**src/rtl/fifo_wr_arbiter.sv**
```systemverilog
// fifo_wr_arbiter: round-robin burst arbiter sharing one FIFO write port
// between NUM_REQ producers, gated by the FIFO's registered full flag.
module fifo_wr_arbiter #(
    parameter int NUM_REQ   = 4,
    parameter int WIDTH     = 8,
    parameter int MAX_BURST = 4
) (
    input  logic                       clk,
    input  logic                       rst,
    input  logic [NUM_REQ-1:0]         req_valid,
    input  logic [NUM_REQ-1:0]         req_last,
    input  logic [NUM_REQ*WIDTH-1:0]   req_data,
    output logic [NUM_REQ-1:0]         req_ready,
    input  logic                       fifo_full,
    output logic                       fifo_wr_en,
    output logic [WIDTH-1:0]           fifo_data_in,
    output logic                       grant_valid,
    output logic [$clog2(NUM_REQ)-1:0] grant_id
);
    localparam int IW = $clog2(NUM_REQ);
    typedef enum logic {IDLE, BURST} state_t;
    state_t state, state_nx;
    logic [IW-1:0] rr_ptr, rr_ptr_nx, grant_id_nx, pick;
    logic [7:0] beat_cnt, beat_cnt_nx;
    logic found;
    int idx;
    // first valid requester at or above rr_ptr, wrapping
    always_comb begin
        pick = rr_ptr;
        found = 1'b0;
        idx = 0;
        for (int k = 0; k < NUM_REQ; k++) begin
            idx = (int'(rr_ptr) + k) % NUM_REQ;
            if (!found && req_valid[IW'(idx)]) begin
                found = 1'b1;
                pick = IW'(idx);
            end
        end
    end
    // rst also blocks the write so a beat in flight at reset is never committed
    always_comb begin
        grant_valid = state == BURST;
        req_ready = '0;
        req_ready[grant_id] = grant_valid & !fifo_full & !rst;
        fifo_wr_en = grant_valid & req_valid[grant_id] & !fifo_full & !rst;
        fifo_data_in = grant_valid ? req_data[grant_id*WIDTH +: WIDTH] : '0;
    end
    always_comb begin
        state_nx = state;
        rr_ptr_nx = rr_ptr;
        grant_id_nx = grant_id;
        beat_cnt_nx = beat_cnt;
        if (state == IDLE) begin
            if (found) begin
                state_nx = BURST;
                grant_id_nx = pick;
                beat_cnt_nx = '0;
            end
        end else begin
            beat_cnt_nx = beat_cnt + 8'(fifo_wr_en);
            if ((fifo_wr_en && (req_last[grant_id] || beat_cnt == 8'(MAX_BURST-1))) || !req_valid[grant_id]) begin
                state_nx = IDLE;
                rr_ptr_nx = (grant_id == IW'(NUM_REQ-1)) ? '0 : grant_id + 1'b1;
            end
        end
    end
    always_ff @(posedge clk) begin
        if (rst) begin
            state <= IDLE;
            rr_ptr <= '0;
            beat_cnt <= '0;
            grant_id <= '0;
        end else begin
            state <= state_nx;
            rr_ptr <= rr_ptr_nx;
            beat_cnt <= beat_cnt_nx;
            grant_id <= grant_id_nx;
        end
    end
endmodule

```
**config.mk**
```make
export PLATFORM = sky130hd
export DESIGN_NAME = fifo_wr_arbiter
export DESIGN_NICKNAME = d
export VERILOG_FILES = /design/src/rtl/fifo_wr_arbiter.sv
export SDC_FILE = /design/constraint.sdc
export NUM_CORES = 1
export LEC_CHECK = 0
export ABC_AREA = 1
export BUFFER_PORTS_ARGS = -buffer_cell sky130_fd_sc_hd__buf_2
export CAP_MARGIN = 20
export CORE_UTILIZATION = 52
export CTS_CLUSTER_SIZE = 24
export DETAILED_ROUTE_END_ITERATION = 16
export PLACE_DENSITY = 0.86
export SLEW_MARGIN = 30
export SYNTH_ARGS = -nofsm -noshare
export SYNTH_HDL_FRONTEND = slang
export SYNTH_SLANG_ARGS = --single-unit
```
**constraint.sdc**
```tcl
create_clock -name clk -period 5.6 [get_ports clk]
set_clock_uncertainty 0.1 [all_clocks]
set_input_delay 0.28 -clock clk [delete_from_list [all_inputs] [get_ports clk]]
set_output_delay 0.28 -clock clk [all_outputs]
set_load 0.02 [all_outputs]
```
* After elaboration in Yosys (flattened, before gate mapping)
Index checks and enable logic that the tools add are counted.
** Word-level totals
- Bits in registers :: 13
- Bits of input ports :: 43
- Output and inout bits :: 16
** Cells by class
- Add/subtract/negate cells :: 5
- Magnitude comparators :: 6
- Equal/unequal tests :: 2
- Shifts and indexed selects :: 1
- Multiplexer cells :: 32
- Bitwise logic cells :: 7
- Reductions and logical operators :: 16
** Operators by type and width (count)
- variable part select 32 x 6 -> 8 bit :: 1
- two-way mux 8 bit :: 3
- two-way mux 1 bit :: 18
- less-than comparator 2 x 4 -> 1 bit, second input constant :: 4
- binary-select mux 1 bit (select 2 bit) :: 6
- adder 8 x 1 -> 8 bit :: 1
- equality test 8 x 2 -> 1 bit, second input constant :: 1
- two-way mux 2 bit :: 4
- zero test 1 bit :: 6
- AND 1 bit :: 5
- logical AND 1 bit :: 5
- adder 2 x 1 -> 2 bit, second input constant :: 2
- adder 2 bit, second input constant :: 2
- AND 4 bit :: 1
- AND reduction 2 bit :: 2
- less-than comparator 2 x 3 -> 1 bit, second input constant :: 1
- demux 1 bit (select 2 bit) :: 1
- equality test 2 bit, second input constant :: 1
- greater-or-equal comparator 2 x 1 -> 1 bit, second input constant :: 1
- logical OR 1 bit :: 2
- nonzero test 2 bit :: 1
- NOT 1 bit :: 1

* Logic depth before layout (Yosys ltp)
Gate-level depths: netlist (run 1).
- Depth in word-level cells :: 15
- Depth in mapped cells :: 13
- Depth with buffers taken out :: 12

* Worst setup path before layout (run 1)
OpenSTA, ideal clock, no wires.
- Path kind :: register to register
- Start point :: register grant_id[1]
- End point :: register beat_cnt[7]
- Library setup time :: 70 ps
- Arrival :: 2429 ps
- Slack :: 3002 ps
- Stages on the path, launching flop included :: 12
- Buffers on the path :: 1
- Cell sequence :: dfxtp_1 inv_1 clkbuf_1 a32oi_1 inv_1 nor2_1 ha_1 inv_1 nor3_2 nand4_1 or2_2 a21oi_1
** On the way
- Word-level cells in the longest chain between the ends :: 7
** Ends and longest elaborated chain
- start: declaration :: RTL line 18 : output logic [$clog2(NUM_REQ)-1:0] grant_id
- start signal: assignment :: RTL line 77 : grant_id <= grant_id_nx;
- binary-select mux 1 bit (select 2 bit) :: RTL line 45 : fifo_wr_en = grant_valid & req_valid[grant_id] & !fifo_full & !rst;
- two-way mux 1 bit (not written as such) :: RTL line 45
- AND 1 bit (3 in a row) :: RTL line 45
- net fifo_wr_en :: RTL line 15 : output logic fifo_wr_en,
- adder 8 x 1 -> 8 bit :: RTL line 60 : beat_cnt_nx = beat_cnt + 8'(fifo_wr_en);
- two-way mux 8 bit :: RTL line 53 : if (state == IDLE) begin
- end signal: assignment :: RTL line 76 : beat_cnt <= beat_cnt_nx;
- end: declaration :: RTL line 24 : logic [7:0] beat_cnt, beat_cnt_nx;
The timed path passes the listed nets, and every way through them passes these cells. The select of a mux whose other input is x is not followed.
A chain may end at the register's enable or synchronous reset.

* Final worst setup path (run 1)
- Start point :: register grant_id[0]
- End point :: register beat_cnt[7]
** On the way
- Word-level cells in the longest chain between the ends :: 7
** Ends and longest elaborated chain (RTL line)
- binary-select mux 1 bit (select 2 bit) :: 45
- two-way mux 1 bit (not written as such) :: 45
- AND 1 bit (3 in a row) :: 45
- adder 8 x 1 -> 8 bit :: 60
- two-way mux 8 bit :: 53
No other way between the ends. The select of a mux whose other input is x is not followed.

==> run metrics, run 1 <==
Power Density 421.0 nW/µm²; TritonRoute pass-1 iters 4; top-count cell post-synth nand2_1; area grow syn2layout 21.15%; largest family of logic cells by synthesized area simple AND/OR/NAND/NOR gates; dpl cell area 1665 µm²; Post-synth ARST share 0%; post-synthesis xor/xnor area fraction 0%; Slew HR 48.22%; Seq. cell area 260.3 µm²; routed via count 1690; critical path class register to register; clock transition at the registers of the reported paths 0.08 ns; hold_buf cts 0; worst-path maximum fanout 25; share of post-route cells with drive strength above 1 27.70%; Pint 307.8 µW; largest cells by area after synthesis dfxtp_1, nand2_1, nor2_1, a21oi_1, o21ai_0; CTS max path bufs 2; Hold Crit Class primary input to register; CP Data Required Time 5.72 ns; worst slew pin tran 0.7756 ns; R2R Setup Slk 2.68 ns; crit start category register; syn avg cell area 5.723 µm²; CP Capture Type register; Worst-Skew Late Latency 0.28 ns; Total Wirelength 3517 µm; Post-Synthesis Cell Area 1396 µm²; Core Rows 18; ANT nets after route 0; design area 1692 µm²; htree depth 1; vias per cell 5.184; CTS tree done; # resized after CTS 0; R2R Path Start grant_id[0]$_SDFFE_PP0P_; die width 53.82 µm; TritonCTS buffer count 3; Reg-to-Reg End beat_cnt[7]$_SDFFE_PP0P_; status completed; Max Slew Vio Count 0; adder-cell share of the synthesized area 5.376%; Initial Util 55.86%; EDFF count, synth 0; Data arrival, critical path 3.03 ns; RSZ-0062 raised after global routing no; top_reg_cell synth dfxtp_1; nets@finish 346; Critical Path Start grant_id[0]$_SDFFE_PP0P_; Setup violations, final 0; GR Overflow Total 0; core area 2500 µm²; Synth top area share 18.64%; Final Hold Fails 0; first-pass GRT wire length 5616 µm; die area 2897 µm²; dpl hpwl 2747 µm; Yosys cell types 28; Yosys reg bits 13; largest net degree at the start of global routing 26; GRT Total Usage 25.76%; Seq/Total Area, Yosys 18.64%; Final Cycle Share 52.06%; NetSw 404.4 µW; DRC errors left 0; n_diodes 0; multiplexer share of the synthesized area 0%; Die Y-Extent 53.82 µm; Max VDD drop 250.0 µV; min Tclk post-route 2.915 ns; switch share 56.78%; Post CTS Setup Buffer Count 0; Reg2Reg Depth 11; Comb pwr share 67.5%; TNS Setup 0 ns; post-synth top area cell dfxtp_1; crit path to beat_cnt[7]$_SDFFE_PP0P_; total of max-cap violations 0; number of global-route vias before repair 1398; antenna violations before repair 0; CTS Sinks 13; I/O pins 59; Ys Warns 0; Fill cells 258; Seq pwr share 24.3%; simple-gate portion of the synthesized area 45.88%; area of the multi-input gates 991.0 µm²; Clock Tree Root clkbuf_4; Clock power frac 8.2%; Routability Congestion 0.7993; FMAX 343.0 MHz; post-DR wirelength/cell 10.79 µm; leak pwr 0.0008634 µW; cells after synthesis 244; Synthesized Nets 293; Post-synth top cells nand2_1, nor2_1, a21oi_1, o21ai_0, inv_1; post-synthesis compound-gate area fraction 19.71%; I/O Buffers 58; Initial DRC Count 32
metrics by stage:
stage,hold WS [ns],instances,setup slack (ns),total power [µW],util [%]
2_1_floorplan,0.2491,244,3.002,560.6,-
3_3_place_gp,0.3697,322,2.864,645.2,66.62
3_5_place_dp,0.3755,322,2.759,653.4,66.62
4_1_cts,0.1612,326,2.733,710.8,67.67
5_1_grt,0.1500,326,2.390,784.1,67.67
6_report,0.1513,326,2.685,712.2,67.67
worst max-delay path, cell delays in order (launching register included):
cell     delay, ns
dfxtp_1       0.56
inv_1         0.56
nand2_1       0.12
a32oi_1       0.29
inv_1         0.07
nor2_1        0.13
ha_1          0.20
inv_1         0.06
nor3_2        0.22
nand4_1       0.13
or2_2         0.29
a21oi_1       0.13
worst min-delay path by stage:
stage / startpoint / to / slack (ns) / cells after the start
after floorplan: rst / beat_cnt[0]$_SDFFE_PP0P_ / 0.25 / 1
after global placement: beat_cnt[3]$_SDFFE_PP0P_ / beat_cnt[3]$_SDFFE_PP0P_ / 0.37 / 2
after detailed placement: beat_cnt[6]$_SDFFE_PP0P_ / beat_cnt[6]$_SDFFE_PP0P_ / 0.38 / 2
after CTS: rst / beat_cnt[5]$_SDFFE_PP0P_ / 0.16 / 2
after global routing: rst / grant_valid$_SDFF_PP0_ / 0.15 / 2
final: rst / beat_cnt[7]$_SDFFE_PP0P_ / 0.15 / 2
registers in the layout, indices dropped and copies added, names as in the netlist:
register     cells
rr_ptr           2
grant_id         2
beat_cnt         8
grant_valid      1
kinds of logic (layout without fill, tap and decap cells):
family,Yosys count,in the layout
flops,13,13
compound gates,49,49
simple gates,143,143
buf+inv,33,85
fa+ha+maj,6,6
final cells by class:
class	instances	share of cell area (%)
Inverter	23	5.104
Tap cell	30	2.219
Multi-Input combinational cell	198	58.58
Sequential cell	13	15.38
Clock buffer	4	1.553
Timing Repair Buffer	58	17.16
power groups by stage:
stage | registers, µW | clock network [µW] | logic, µW
2_1_floorplan | 140 | 0 | 421
3_3_place_gp | 173 | 0 | 473
3_5_place_dp | 174 | 0 | 480
4_1_cts | 172 | 57.4 | 482
5_1_grt | 179 | 63.4 | 541
6_report | 173 | 58.5 | 481
layout by cell type (no fill, tap or decap):
cell type and count:
nand3b_1 2, a32oi_1 1, clkbuf_4 3, nand2_1 56, and3_1 1, nand4_1 2
nor2_1 49, inv_2 3, a21oi_1 22, or2_2 2, o21ai_4 2, nor3_2 1
nand2_2 9, inv_1 20, o22ai_1 1, nor2_4 1, nand3_1 17, o21bai_1 1
nand2_4 1, buf_2 58, dfxtp_1 13, clkbuf_1 1, o21ai_0 22, nor3_4 1
nand3_2 1, ha_1 6
layer usage:
metal | wire, µm | vias to the layer above | GRT usage (%)
li1 | - | 891 | -
met1 | 1607 | 752 | 30.91
met2 | 1725 | 43 | 48.77
met3 | 168 | 4 | 3.955
met4 | 16 | 0 | 2.632
met5 | 0 | - | 0
No activity file was read; power rests on OpenSTA's default activity.
==> run 2: changes to the inputs <==
- ABC_AREA: 1 -> 0
- CORE_UTILIZATION: 52 -> 44
- PLACE_DENSITY: 0.86 -> 0.79
- clock period: 5.6 -> 2.8 ns (I/O delays scaled with it)
==> run 2 against run 1 <==
Net effect: die area is 6.2% lower; non-clock buffer count is 3 higher; hold slack worse by 0.035 ns; total power is 23% lower; via count is 28% lower; highest routed layer unchanged.
==> run metrics, run 2 <==
status completed (unchanged); Reg2Reg Depth 7 (was 11); commonest non-fill, non-tap cell in the layout buf_2 (unchanged); vias per cell 5.899 (was 5.184); crit start category register (unchanged); crit-path cells mux4_2 -> and2_1 -> ha_1 -> and4_1 -> nand3_1 -> mux2_2 -> nor2_1 (was inv_1 -> nand2_1 -> a32oi_1 -> inv_1 -> nor2_1 -> ha_1 -> inv_1 -> nor3_2 -> nand4_1 -> or2_2 -> a21oi_1); leak pwr 0.0006466 µW (was 0.0008634 µW); largest net degree at the start of global routing 23 (was 26); Post-synth ARST share 0% (unchanged); antenna violations before repair 0 (unchanged); worst slew pin tran 0.4883 ns (was 0.7756 ns); PnR worst setup slack 0.5565 ns (was 2.685 ns); min Tclk post-route 2.243 ns (was 2.915 ns); Ys Warns 0 (unchanged); Core Rows 17 (was 18); Total Wirelength 3056 µm (was 3517 µm); CTS max path bufs 2 (unchanged); biggest regs beat_cnt: 8 flops, grant_id: 2 flops, rr_ptr: 2 flops (unchanged); slowest stage cell, crit path mux4_2 (was dfxtp_1); worst-path maximum fanout 6 (was 25); Setup violations, final 0 (unchanged); top_reg_cell synth dfxtp_1 (unchanged); area grow syn2layout 31.56% (was 21.15%); TritonRoute pass-1 iters 4 (unchanged); routed via count 1221 (was 1690); Post-Synthesis Cell Area 1106 µm² (was 1396 µm²); FMAX 445.7 MHz (was 343.0 MHz); # resized after CTS 0 (unchanged); Die Y-Extent 52.14 µm (was 53.82 µm); share of post-route cells with drive strength above 1 43.58% (was 27.70%); total of max-cap violations 0 (unchanged); die area 2718 µm² (was 2897 µm²); GRT Total Usage 24.39% (was 25.76%); Yosys cell types 36 (was 28); Fill cells 213 (was 258); Yosys reg bits 13 (unchanged); Max Slew Vio Count 0 (unchanged); dpl ws 0.5693 ns (was 2.759 ns); TNS Setup 0 ns (unchanged); clock transition at the registers of the reported paths 0.08 ns (about the same); Synthesized Nets 169 (was 293); CP Data Required Time 2.92 ns (was 5.72 ns); htree depth 1 (unchanged); first-pass GRT wire length 4899 µm (was 5616 µm); Data arrival, critical path 2.37 ns (was 3.03 ns); most frequent cells in the layout buf_2, and2_1, dfxtp_1, mux4_2, inv_1 (was buf_2, nand2_1, nor2_1, o21ai_0, a21oi_1); fin cells 207 (was 326); GR Overflow Total 0 (unchanged); post-synth top area cell dfxtp_1 (unchanged); Slew HR 67.15% (was 48.22%); Clock Tree Root clkbuf_4 (unchanged); core area 2297 µm² (was 2500 µm²); DP Cell Count 203 (was 322); TritonCTS buffer count 3 (unchanged); Routability Congestion 0.8444 (was 0.7993); Post-synth top cells and2_1, dfxtp_1, mux4_2 (was nand2_1, nor2_1, a21oi_1, o21ai_0, inv_1); number of global-route vias before repair 1131 (was 1398); critical path class register to register (unchanged); Critical path buffers and inverters 0 (was 3); CTS Sinks 13 (unchanged); I/O Buffers 58 (unchanged); DRC errors left 0 (unchanged); Seq. cell area 260.3 µm² (unchanged); CP top delay family multiplexers (was simple AND/OR/NAND/NOR gates); Worst-Skew Late Latency 0.28 ns (about the same); Synth top area share 23.53% (was 18.64%); Initial Util 48.15% (was 55.86%); Power Density 377.0 nW/µm² (was 421.0 nW/µm²); max reg flops 8 (unchanged); Seq/Total Area, Yosys 23.53% (was 18.64%); I/O pins 59 (unchanged); cells after synthesis 120 (was 244); n_diodes 0 (unchanged); largest cells by area after synthesis dfxtp_1, mux4_2, and2_1, ha_1, a21oi_1 (was dfxtp_1, nand2_1, nor2_1, a21oi_1, o21ai_0); WHS Path Cells 2 (unchanged); area of the multi-input gates 794.5 µm² (was 991.0 µm²); post-DR wirelength/cell 14.76 µm (was 10.79 µm); syn avg cell area 9.217 µm² (was 5.723 µm²); Reg with most FFs beat_cnt (unchanged); Initial DRC Count 54 (was 32); CP Capture Type register (unchanged); RSZ-0062 raised after global routing no (unchanged); EDFF count, synth 0 (unchanged); dpl hpwl 2423 µm (was 2747 µm); die width 52.14 µm (was 53.82 µm); Final Cycle Share 80.12% (was 52.06%); CTS tree done (unchanged); slowest stage delay, CP 0.58 ns (was 0.56 ns); hold_buf cts 0 (unchanged); nets@finish 229 (was 346); WP depth 7 (was 11); Final Hold Fails 0 (unchanged); Max VDD drop 285.1 µV (was 250.0 µV); Post CTS Setup Buffer Count 0 (unchanged); fin util 63.34% (was 67.67%); ANT nets after route 0 (unchanged); Hold Crit Class primary input to register (unchanged)
## run 2: cell types whose count changed in the layout (fill, tap and decap cells not counted), sizes merged, moves of 4 or more
cell,change
a21oi,-16
nand3,-13
nand2,-63
and2,+14
inv,-16
mux4,+10
nor2,-44
o21ai,-20
a211oi,+4
## run 2: stage by stage
stage | hold WS (ns) | area (µm²) | total power (µW)
after CTS | 0.1058 | 1455 | 550.0
final | 0.1164 | 1455 | 548.6
after global routing | 0.1274 | 1455 | 577.5
after global placement | 0.3882 | 1429 | 423.3
after detailed placement | 0.4047 | 1429 | 430.4
after floorplan | 0.2813 | 1106 | 353.2
## run 2: layer usage
metal | vias up | global-route usage (%) | share of wire [%]
met5 | - | 0 | 0
met4 | 0 | 3.070 | 0.56
met3 | 4 | 6.725 | 4.4
met2 | 35 | 45.30 | 55
met1 | 607 | 28.28 | 40
li1 | 575 | - | -
## run 2: worst paths after layout
path,startpoint,to,slack [ns]
worst max-delay path,grant_id[0]$_SDFFE_PP0P_,beat_cnt[7]$_SDFFE_PP0P_,0.56
worst min-delay path,rst,beat_cnt[0]$_SDFFE_PP0P_,0.12
worst max register to register,grant_id[0]$_SDFFE_PP0P_,beat_cnt[7]$_SDFFE_PP0P_,0.56
worst min register to register,beat_cnt[5]$_SDFFE_PP0P_,beat_cnt[5]$_SDFFE_PP0P_,0.42
## run 2: layout make-up
cell class                 instances  share of cell area [%]
multi-input combinational         94                   54.60
timing repair buffer              61                   21.50
sequential                        13                   17.88
tap                               28                   2.408
clock buffer                       4                   1.806
inverter                           7                   1.806
## run 2: kinds of logic after synthesis
group	after synthesis	share of synthesized area (%)
AOI/OAI and AO/OA	26	16.86
adders and majority gates	6	6.787
buffers and inverters	13	4.638
DFF	13	23.53
muxes	11	21.38
and+or+nand+nor	51	26.81
## run 2: where the power goes
group	switching [µW]	leakage [µW]	internal, µW	total (µW)
combinational	115	0.000526	108	223
clock	65.2	0.0000150	55.4	121
sequential	10.4	0.000106	195	205
total	191	0.000647	358	549
==> run 3: changes to the inputs <==
- CORE_UTILIZATION: 44 -> 40
- PLACE_DENSITY: 0.79 -> 0.75
- clock period: 2.8 -> 1.8 ns (I/O delays scaled with it)
==> run 3 against run 2 <==
Net effect: the flow now finishes with violations (negative setup slack); cell count rose by 9.2%; die area rose by 9.6%; first-iteration DRC count fell by 61%; sequential power rose by 56%; global-route usage rose by 3.1 points; flip-flop and latch count did not move; non-clock buffer count rose by 17; register-to-register slack got worse by 0.76 ns; largest cell class unchanged; highest routed layer unchanged; core utilization rose by 6.0 points; wire length rose by 17%; largest power group unchanged.
==> run metrics, run 3 (same netlist as run 2, synthesis figures left out) <==
status complete, but fails checks (was completed); violated checks negative setup slack; Reg with most FFs beat_cnt (unchanged); Hold Crit Class primary input to register (unchanged); die width 54.59 µm (was 52.14 µm); TritonRoute pass-1 iters 4 (unchanged); Final Cycle Share 111.3% (was 80.12%); Slew HR 68.15% (was 67.15%); Power Density 545.5 nW/µm² (was 377.0 nW/µm²); Max Slew Vio Count 0 (unchanged); vias per cell 5.708 (was 5.899); TritonCTS buffer count 3 (unchanged); number of global-route vias before repair 1263 (was 1131); Final Hold Fails 0 (unchanged); core area 2545 µm² (was 2297 µm²); slowest stage delay, CP 0.50 ns (was 0.58 ns); die area 2980 µm² (was 2718 µm²); CTS Sinks 13 (unchanged); Initial Util 43.46% (was 48.15%); CTS tree done (unchanged); dpl ws -0.1317 ns (was 0.5693 ns); design area 1764 µm² (was 1455 µm²); min Tclk post-route 2.003 ns (was 2.243 ns); Clock Tree Root clkbuf_4 (unchanged); Data arrival, critical path 2.12 ns (was 2.37 ns); antenna violations before repair 0 (unchanged); first-pass GRT wire length 5630 µm (was 4899 µm); Setup violations, final 17 (was 0); DP Cell Count 218 (was 203); CP Data Required Time 1.92 ns (was 2.92 ns); I/O pins 59 (unchanged); Routability Congestion 0.7975 (was 0.8444); share of post-route cells with drive strength above 1 59.69% (was 43.58%); fin cells 226 (was 207); Max VDD drop 482.0 µV (was 285.1 µV); biggest regs beat_cnt: 8 flops, grant_id: 2 flops, rr_ptr: 2 flops (unchanged); fin util 69.32% (was 63.34%); FMAX 499.2 MHz (was 445.7 MHz); PnR worst setup slack -0.2034 ns (was 0.5565 ns); n_diodes 0 (unchanged); TNS Setup -1.229 ns (was 0 ns); largest net degree at the start of global routing 23 (unchanged); DRC errors left 0 (unchanged); total of max-cap violations 0 (unchanged); Worst-Skew Late Latency 0.29 ns (was 0.28 ns); most frequent cells in the layout buf_2, buf_4, mux4_2, dfxtp_1, buf_6 (was buf_2, and2_1, dfxtp_1, mux4_2, inv_1); Critical path buffers and inverters 0 (unchanged); dpl hpwl 2501 µm (was 2423 µm); commonest non-fill, non-tap cell in the layout buf_2 (unchanged); Core Rows 18 (was 17); hold_buf cts 0 (unchanged); critical path class register to register (unchanged); Initial DRC Count 21 (was 54); post-DR wirelength/cell 15.82 µm (was 14.76 µm); RSZ-0062 raised after global routing yes (was no); worst slew pin tran 0.4734 ns (was 0.4883 ns); routed via count 1290 (was 1221); GR Overflow Total 0 (unchanged); worst-path maximum fanout 4 (was 6); area grow syn2layout 59.50% (was 31.56%); CP Capture Type register (unchanged); Total Wirelength 3575 µm (was 3056 µm); CP top delay family multiplexers (unchanged); nets@finish 246 (was 229); htree depth 1 (unchanged); GRT Total Usage 27.47% (was 24.39%); clock transition at the registers of the reported paths 0.09 ns (was 0.08 ns); CTS max path bufs 2 (unchanged); I/O Buffers 58 (unchanged); max reg flops 8 (unchanged); crit-path cells mux4_2 -> and2_4 -> ha_4 -> and4_4 -> nand3_2 -> mux2_4 -> nor2_1 (was mux4_2 -> and2_1 -> ha_1 -> and4_1 -> nand3_1 -> mux2_2 -> nor2_1); Die Y-Extent 54.59 µm (was 52.14 µm); crit start category register (unchanged); ANT nets after route 0 (unchanged); slowest stage cell, crit path mux4_2 (unchanged); dpl cell area 1577 µm² (was 1429 µm²); leak pwr 0.0007699 µW (was 0.0006466 µW)
run 3: cell types whose count changed in the layout (fill, tap and decap cells not counted), moves of 2 or more:
cell and change:
nand3_2 +3, ha_1 -2, o21ai_0 -2, buf_4 +14
and2_1 -8, nand3_1 -4, and2_4 +8, dfxtp_4 +2
buf_6 +10, dfxtp_1 -3, buf_2 -8, ha_4 +2
run 3: tightest hold or removal path, cell delays in order:
cell and delay, ns:
buf_2 0.10, buf_4 0.23, a21oi_2 0.04
run 3: final timing paths:
kind	from	endpoint	slack [ns]	cells after the start
worst max-delay path	grant_id[0]$_SDFFE_PP0P_	beat_cnt[7]$_SDFFE_PP0P_	-0.20	7
worst min-delay path	rst	beat_cnt[5]$_SDFFE_PP0P_	0.12	3
worst max register to register	grant_id[0]$_SDFFE_PP0P_	beat_cnt[7]$_SDFFE_PP0P_	-0.20	7
worst min register to register	beat_cnt[6]$_SDFFE_PP0P_	beat_cnt[6]$_SDFFE_PP0P_	0.44	2
run 3: stage by stage:
stage / power [µW] / hold slack [ns]
floorplan: 558.0 / 0.2305
global placement: 689.9 / 0.3930
detailed placement: 702.7 / 0.4091
CTS: 953.3 / 0.1004
global route: 1017 / 0.1236
finish: 962.4 / 0.1188
run 3: report_power, final:
part | internal (µW) | switching [µW] | total [µW] | leakage, µW
sequential | 304 | 16.1 | 320 | 0.000107
clock | 86.2 | 111 | 197 | 0.0000150
combinational | 242 | 203 | 445 | 0.000648
total | 633 | 330 | 962 | 0.000770
run 3: timing repair:
item | CTS | global route
hold endpoints to repair | 0 | 0
setup buffers | 3 | 1
pin swaps | 7 | 2
resized for setup | 31 | 7
endpoints found under the setup margin | 17 | 19
run 3: cell type report:
class / count / area [µm²]
clock buffers: 4 / 26.28
fillers: 193 / 780.7
inverters: 7 / 26.28
multi-input cells: 94 / 894.6
flip-flops and latches: 13 / 269.0
well taps: 30 / 37.54
repair buffers: 78 / 510.5
run 3: layer usage:
metal	part of all wire, %	global-route usage, %	vias up
met1	41	29.17	625
met5	0	0	-
met4	2.1	9.829	0
met2	53	51.00	44
li1	-	-	611
met3	4.4	7.222	10
